$ cat src/rtl/pc_gen.sv
// pc_gen: instruction fetch program-counter generator.
//
// Keeps the registered fetch PC, picks the next PC from exception /
// return / jump / branch / sequential sources, maintains a circular
// return-address stack (RAS) for call/return prediction and can park
// fetch at a fixed halt address until resumed.
//
// Ports
//   clk        : clock, all state updates on the rising edge
//   rst        : asynchronous active-high reset
//   stall      : hazard stall, holds PC and RAS (exceptions still apply)
//   exc_req    : exception redirect to exc_vec, also flushes the RAS
//   exc_vec    : exception vector address
//   br_taken   : resolved-taken conditional branch (ignored while stalled)
//   br_addr    : branch target
//   jmp        : absolute jump, target built from jmp_imm
//   jmp_imm    : 26-bit jump immediate (word index within the region)
//   call       : push pc_plus_4 onto the RAS
//   ret        : pop the RAS and use it as the target
//   jr_addr    : register target used when a return finds the RAS empty
//   resume     : leave the halted state
//   cur_pc     : registered current PC
//   pc_plus_4  : cur_pc + 4 (wrapping)
//   nxt_pc     : combinational next-PC selection
//   ras_top    : top RAS entry, zero when empty
//   ras_empty  : RAS holds no entries
//   ras_full   : RAS holds RAS_DEPTH entries
//   halted     : fetch is parked at HALT_ADDR
module pc_gen #(
    parameter int unsigned       ADDR_W    = 32,
    parameter logic [ADDR_W-1:0] RESET_VEC = '0,
    parameter int unsigned       RAS_DEPTH = 4,
    parameter bit                HALT_EN   = 1'b0,
    parameter logic [ADDR_W-1:0] HALT_ADDR = ADDR_W'(20)
) (
    input  logic              clk,
    input  logic              rst,
    input  logic              stall,
    input  logic              exc_req,
    input  logic [ADDR_W-1:0] exc_vec,
    input  logic              br_taken,
    input  logic [ADDR_W-1:0] br_addr,
    input  logic              jmp,
    input  logic [25:0]       jmp_imm,
    input  logic              call,
    input  logic              ret,
    input  logic [ADDR_W-1:0] jr_addr,
    input  logic              resume,
    output logic [ADDR_W-1:0] cur_pc,
    output logic [ADDR_W-1:0] pc_plus_4,
    output logic [ADDR_W-1:0] nxt_pc,
    output logic [ADDR_W-1:0] ras_top,
    output logic              ras_empty,
    output logic              ras_full,
    output logic              halted
);

    localparam int unsigned PTR_W = (RAS_DEPTH > 1) ? $clog2(RAS_DEPTH) : 1;
    localparam int unsigned CNT_W = $clog2(RAS_DEPTH + 1);

    typedef enum logic [0:0] {
        RUN    = 1'b0,
        HALTED = 1'b1
    } state_t;

    state_t            state_q, state_d;
    logic [ADDR_W-1:0] pc_q, pc_d;

    // RAS: circular buffer, top_q points at the newest entry. A push while
    // full simply advances the pointer onto the oldest slot, which is how
    // the oldest entry gets overwritten without any shifting.
    logic [ADDR_W-1:0] ras_mem [RAS_DEPTH];
    logic [PTR_W-1:0]  top_q, top_d;
    logic [CNT_W-1:0]  cnt_q, cnt_d;
    logic              ras_we;
    logic [PTR_W-1:0]  ras_wptr;

    logic [27:0]       jmp_field;
    logic [ADDR_W-1:0] jmp_target;

    // ------------------------------------------------------------------
    // Datapath outputs
    // ------------------------------------------------------------------
    assign cur_pc    = pc_q;
    assign pc_plus_4 = pc_q + ADDR_W'(4);
    assign ras_empty = (cnt_q == '0);
    assign ras_full  = (cnt_q == CNT_W'(RAS_DEPTH));
    assign ras_top   = ras_empty ? '0 : ras_mem[top_q];
    assign halted    = (state_q == HALTED);

    // Jump target keeps the region bits of pc_plus_4 above bit 27; narrow
    // PCs have no region bits and take the low part of the immediate only.
    assign jmp_field = {jmp_imm, 2'b00};

    if (ADDR_W > 28) begin : g_jmp_wide
        assign jmp_target = {pc_plus_4[ADDR_W-1:28], jmp_field};
    end else begin : g_jmp_narrow
        assign jmp_target = jmp_field[ADDR_W-1:0];
    end

    // ------------------------------------------------------------------
    // Next-PC priority select
    // ------------------------------------------------------------------
    always_comb begin
        nxt_pc = pc_plus_4;
        if (exc_req) begin
            nxt_pc = exc_vec;
        end else if (ret) begin
            nxt_pc = ras_empty ? jr_addr : ras_top;
        end else if (jmp) begin
            nxt_pc = jmp_target;
        end else if (br_taken && !stall) begin
            nxt_pc = br_addr;
        end
    end

    // ------------------------------------------------------------------
    // State register
    // ------------------------------------------------------------------
    always_ff @(posedge clk or posedge rst) begin
        if (rst) begin
            state_q <= RUN;
            pc_q    <= RESET_VEC;
            top_q   <= '0;
            cnt_q   <= '0;
        end else begin
            state_q <= state_d;
            pc_q    <= pc_d;
            top_q   <= top_d;
            cnt_q   <= cnt_d;
        end
    end

    // RAS storage carries no reset; only the occupancy count matters.
    always_ff @(posedge clk) begin
        if (ras_we) begin
            ras_mem[ras_wptr] <= pc_plus_4;
        end
    end

    // ------------------------------------------------------------------
    // Next-state, PC update and RAS control
    // ------------------------------------------------------------------
    always_comb begin
        state_d  = state_q;
        pc_d     = pc_q;
        top_d    = top_q;
        cnt_d    = cnt_q;
        ras_we   = 1'b0;
        ras_wptr = top_q;

        if (exc_req) begin
            // Exceptions redirect from any state, even under stall.
            state_d = RUN;
            pc_d    = exc_vec;
            cnt_d   = '0;
        end else begin
            unique case (state_q)
                RUN: begin
                    if (!stall) begin
                        pc_d = nxt_pc;
                        if (HALT_EN && (nxt_pc == HALT_ADDR)) begin
                            state_d = HALTED;
                        end
                        if (call && ret) begin
                            // Replace in place; on empty the same slot
                            // becomes the single valid entry.
                            ras_we   = 1'b1;
                            ras_wptr = top_q;
                            if (ras_empty) begin
                                cnt_d = CNT_W'(1);
                            end
                        end else if (call) begin
                            ras_we   = 1'b1;
                            ras_wptr = top_q + PTR_W'(1);
                            top_d    = top_q + PTR_W'(1);
                            if (!ras_full) begin
                                cnt_d = cnt_q + CNT_W'(1);
                            end
                        end else if (ret && !ras_empty) begin
                            top_d = top_q - PTR_W'(1);
                            cnt_d = cnt_q - CNT_W'(1);
                        end
                    end
                end
                HALTED: begin
                    if (resume) begin
                        state_d = RUN;
                        pc_d    = HALT_ADDR + ADDR_W'(4);
                    end
                end
                default: begin
                    state_d = RUN;
                end
            endcase
        end
    end

endmodule

$ cat config.mk
export PLATFORM = sky130hd
export DESIGN_NAME = pc_gen
export DESIGN_NICKNAME = d
export VERILOG_FILES = /design/src/rtl/pc_gen.sv
export SDC_FILE = /design/constraint.sdc
export NUM_CORES = 1
export LEC_CHECK = 0
export CAP_MARGIN = 20
export CORE_ASPECT_RATIO = 1.4
export CORE_UTILIZATION = 40
export DETAILED_ROUTE_END_ITERATION = 7
export DONT_BUFFER_PORTS = 1
export SLEW_MARGIN = 20
export SYNTH_ARGS = -nofsm -noshare
export SYNTH_HDL_FRONTEND = slang
export SYNTH_SLANG_ARGS = --single-unit
$ cat constraint.sdc
create_clock -name clk -period 6.21 [get_ports clk]
set_input_delay 0.621 -clock clk [delete_from_list [all_inputs] [get_ports clk]]
set_output_delay 0.621 -clock clk [all_outputs]
set_load 0.01 [all_outputs]
Word level (Yosys, flattened, before mapping):

Memories as Yosys holds them, arrays and structs flattened.
Cells that the tools add are included.

* register bits: 38
* bits of input ports: 131
* memories: 1
* word-level logic and storage cells: 67
* memory bits (writable): 128
* output and inout port bits: 131

Memory list
* ras_mem: words 4, bits a word 32, rd ports 1, clocked after memory_dff 0, write ports 1, line 72 `logic [ADDR_W-1:0] ras_mem [RAS_DEPTH];`

* reduce and logical (&&, ||, !) cells: 11
* bitwise logic cells: 4
* mux-type cells: 35
* equal/unequal tests: 7
* add/sub/neg operators: 5

Operators with widths (count)
* 2-to-1 mux 32 bit: 9
* one-hot mux 32 bit (2 select lines): 1
* adder 32 x 3 -> 32 bit, second input constant: 1
* 2-to-1 mux 3 bit: 8
* 2-to-1 mux 2 bit: 7
* 2-to-1 mux 1 bit: 10
* AND reduction 5 bit: 2
* inequality test 3 bit, second input constant: 3
* inequality test 4 x 3 -> 1 bit, second input constant: 1
* NOT 1 bit: 4
* nonzero test 4 bit: 1
* adder 3 x 1 -> 3 bit, second input constant: 1
* equality test 3 bit, second input constant: 1
* logical AND 1 bit: 3
* zero test 3 bit: 1
* subtractor 3 x 1 -> 3 bit, second input constant: 1
* adder 2 x 1 -> 2 bit, second input constant: 1
* zero test 1 bit: 2
* inequality test 2 x 1 -> 1 bit, second input constant: 1
* inequality test 2 bit, second input constant: 1
* AND reduction 2 bit: 1
* nonzero test 2 bit: 1
* subtractor 2 x 1 -> 2 bit, second input constant: 1

Logic depth before layout (Yosys ltp):

* depth in word-level cells: 9
* mapped depth: 10
* mapped depth without buffers: 7

Worst setup path before layout:

No wires, ideal clock.

* path kind: reg2reg
* start point: reg top_q[0]
* end point: mem ras_mem[3][0] (enable)
* path buffers: 3
* setup time: 422 ps
* path slack: 2396 ps
* clock period less this slack: 3814 ps
* data arrival time: 3392 ps
* required time: 5788 ps
* cell stages (with the launch flop): 10
* path through: dfrtp_1 > buf_2 > buf_2 > buf_2 > inv_1 > ha_1 > and3_1 > a21oi_1 > o21a_1 > nor2_1

* cells in the longest elaborated chain, start to end: 6

RTL lines
* start, declared: line 73 `logic [PTR_W-1:0] top_q, top_d;`
* start signal, assigned: line 129 `top_q <= top_d;`
* adder 2 x 1 -> 2 bit: line 175 `ras_wptr = top_q + PTR_W'(1);`
* 2-to-1 mux 2 bit: line 173 `end else if (call) begin`
* 2-to-1 mux 2 bit: line 165 `if (call && ret) begin`
* 2-to-1 mux 2 bit: line 160 `if (!stall) begin`
* 2-to-1 mux 2 bit: line 158 `unique case (state_q)`
* 2-to-1 mux 2 bit (*): line 152 `if (exc_req) begin`
* end, declared: line 72

Mark *: on every way between the ends. The rest lies on a longest branch, timed or not.

Final worst setup path:

* start point: reg pc_q[17] (netlist: cur_pc[17])
* end point: out nxt_pc[23]

* cells in the longest elaborated chain, start to end: 5

RTL lines
* start, declared: line 67 `logic [ADDR_W-1:0] pc_q, pc_d;`
* start signal, assigned: line 128 `pc_q <= pc_d;`
* adder 32 x 3 -> 32 bit: line 85 `assign pc_plus_4 = pc_q + ADDR_W'(4);`
* named net pc_plus_4[23]: line 50 `output logic [ADDR_W-1:0] pc_plus_4,`
* 2-to-1 mux 32 bit: line 112 `end else if (br_taken && !stall) begin`
* 2-to-1 mux 32 bit: line 110 `end else if (jmp) begin`
* 2-to-1 mux 32 bit: line 108 `end else if (ret) begin`
* 2-to-1 mux 32 bit: line 106 `if (exc_req) begin`
* end, declared: line 51 `output logic [ADDR_W-1:0] nxt_pc,`

The timed path passes the listed nets, and every way through them passes these cells.

==> results.yml <==
synthesis:
  synthesis.area_sq_um: 8740
  synth.top_cell.area_share_pct: 44.0
  syn_area_per_cell_sq_um: 11.2
  synthTopCellsByArea: "edfxtp_1 (44%), dfrtp_1 (11%), mux4_2 (8.2%)"
  synthArstFlopShare_pct: 22.9
  ys_warn_count: 0
  ys.flop_type: "edfxtp_1"
  synth.distinct_cells: 62
  seq_area_frac_synth_pct: 54.9
  yosys.area.top_type: "edfxtp_1"
  syn_nets: 914
  synth_edf_count: 128
  postSynthCellCount: 779
  synth-seq-cells: 166
clock_network:
  clk_pin_slew_worst_paths_ns: 0.07
  cts_setup_buffers: 0
  clk_latency_ns: 0.44
  cts_max_path_buffers: 2
  cts_resized: 0
  clock-sinks: 166
  cts_tree: "built"
  numCtsBuffers: 17
  h-tree-depth: 4
  clockRootBuffer: "clkbuf_16"
  postCtsHoldBufs: 0
layout:
  final_util_pct: 45.3
  diodes: 0
  fin_nets: 891
  drive_gt1_share_pct: 13.4
  areaGrowthSynthToFinish_pct: 10.4
power:
  p_comb_share_pct: 22.8
  seqPwrFrac_pct: 44.8
  clock_power_share_pct: 32.4
  p_int_mw: 2.17
  total_power_mw: 3.26
  swShare_pct: 33.4
  power.density_nw_per_um2: 338
  irDropWorstVdd_uv: 187
  p_leak_nw: 3.35
  p_switching_mw: 1.09
sta:
  rsz0062_at_grt: "false"
  worst_slack_ns: 1.82
  finalCriticalPeriod_ns: 4.39
  setup_viol: 0
  slew_violations: 0
  tightest_slew_ns: 1.06
  final-hold-violation-count: 0
  relSlewSlack_pct: 28.9
  period_share_pct: 70.6
  hold_ws_ns: 0.248
  tns_ns: 0
  finalClockSkew_ns: 0.0115
  clock.fmax_ghz: 0.228
placement:
  io_buffers: 0
  gp_congestion: 0.830
  dp_slack_ns: 2.27
  dpl.hpwl_um: 19500
global_routing:
  grt_first_pass_wirelength_um: 41700
  antenna_found_initial: 2
  gr-usage-all-layers_pct: 26.0
  grt_pass1_vias: 6685
  grt_max_degree: 77
  grt_overflow: 0
routing:
  postRouteAntennaNets: 0
  viasPerCell: 6.46
  remaining_drc_errors: 0
  wl_um: 28800
  wl_per_cell_um: 28.0
  firstDrtPassIters: 5
  first_iter_violations: 567
  vias: 6649
worst_setup_path:
  crit_fanout: 7
  start_kind: "flop"
  cp.required_ns: 5.59
  path_class: "flop to output port"
  critPathCaptureType: "output port"
  worstPathArrival_ns: 3.77
worst_hold_path:
  hold_path.class: "input pin to flop"
floorplanning:
  core-area_sq_um: 21300
  die_y_um: 177
  die_w_um: 127
  fp-row-count: 63
  initial_core_util_pct: 41.0
  ioPinCount: 262
  dieArea_sq_um: 22400
outcome:
  outcome: "finished, final reports clean"
job:
  drv_cap: 0
-- cell type report --
cell class | instances | area (sq um)
Multi-Input combinational cell | 536 | 3680
Clock buffer | 17 | 425
Clock inverter | 15 | 161
Timing Repair Buffer | 12 | 163
Tap cell | 260 | 325
Inverter | 23 | 86.3
Fill cell | 1984 | 11600
Sequential cell | 166 | 4800
-- layout by cell type, fill, tap and decap left out, types with 4 or more instances in the layout --
master	Yosys	final
nand3_1	17	17
nand4_1	6	6
o21ai_0	59	59
a22oi_1	4	4
mux4_2	32	32
a21o_1	5	5
clkbuf_16	0	17
inv_1	23	21
edfxtp_1	128	128
a221o_1	4	4
and2_1	31	31
inv_6	0	4
xnor2_1	15	15
or4_1	4	4
or3_1	7	7
dfrtp_1	38	36
nor2_4	0	4
xor2_1	6	6
nor4_1	6	6
nor3_1	13	13
buf_4	2	8
inv_8	0	5
mux2i_1	13	13
o22ai_1	6	6
o31ai_1	11	11
a21oi_1	47	47
a211oi_1	9	8
o211ai_1	19	19
nor2_1	28	23
nand2_1	134	134
-- cell usage after synthesis (11+ instances only) --
| master | number |
|---|---|
| nand2_1 | 134 |
| edfxtp_1 | 128 |
| o21ai_0 | 59 |
| a21oi_1 | 47 |
| clkbuf_1 | 39 |
| dfrtp_1 | 38 |
| mux4_2 | 32 |
| and2_1 | 31 |
| nor2_1 | 28 |
| inv_1 | 23 |
| o211ai_1 | 19 |
| nand3_1 | 17 |
| xnor2_1 | 15 |
| mux2i_1 | 13 |
| nor3_1 | 13 |
| o31ai_1 | 11 |
-- kinds of logic after synthesis --
kind of cell               after synthesis  share of synthesized area, %
DFF                                    166                          54.9
AOI/OAI and AO/OA                      193                          13.9
adders and majority gates                4                         0.659
muxes                                   48                          10.1
buffers and inverters                   77                          3.49
and+or+nand+nor                        270                          14.9
xor gates and xnor gates                21                          2.11
-- power groups by stage --
stage	logic [mW]	clock network, mW	registers [mW]
after global placement	0.716	0	1.48
after floorplan	0.629	0	1.37
after CTS	0.738	1.08	1.46
final	0.745	1.06	1.46
after detailed placement	0.735	0	1.49
after global routing	0.805	1.11	1.47
-- worst max-delay path, stage by stage, from the launching register on --
cell     delay (ns)
dfrtp_1        0.59
nand4_1        0.34
or2_2          0.43
nor4_1         0.34
xor2_1         0.68
o21ai_0        0.47
o21ai_0        0.47
-- routing by layer --
layer | part of all wire [%] | up-vias | global-route usage (%)
li1 | - | 2870 | -
met1 | 38 | 3370 | 30.6
met2 | 53 | 375 | 46.6
met3 | 7.2 | 34 | 5.80
met4 | 1.8 | 0 | 9.03
met5 | 0 | - | 0
-- per-stage QoR --
stage	cell area [sq um]	std cells
floorplan	8740	779
global placement	8950	993
finish	9640	1029
detailed placement	8950	993
CTS	9540	1025
global route	9640	1029
-- registers in the layout (all words and copies together), names as in the netlist --
name,flops
top_q,2
cur_pc,32
cnt_q,3
halted,1
ras_mem,128
-- worst paths after layout --
kind                            slack (ns)       start             to  cells after the start
worst max-delay path                  1.82  cur_pc[17]     nxt_pc[23]                      6
worst min-delay path                  0.25      resume         halted                      1
worst max register to register        2.75    top_q[0]  ras_mem[1][5]                      9
worst min register to register        0.54    cnt_q[2]       cnt_q[2]                      1
max in group asynchronous             5.22         rst       top_q[0]                      1
min in group asynchronous             0.29         rst     cur_pc[20]                      1
Power figures use the tool's default switching activity.
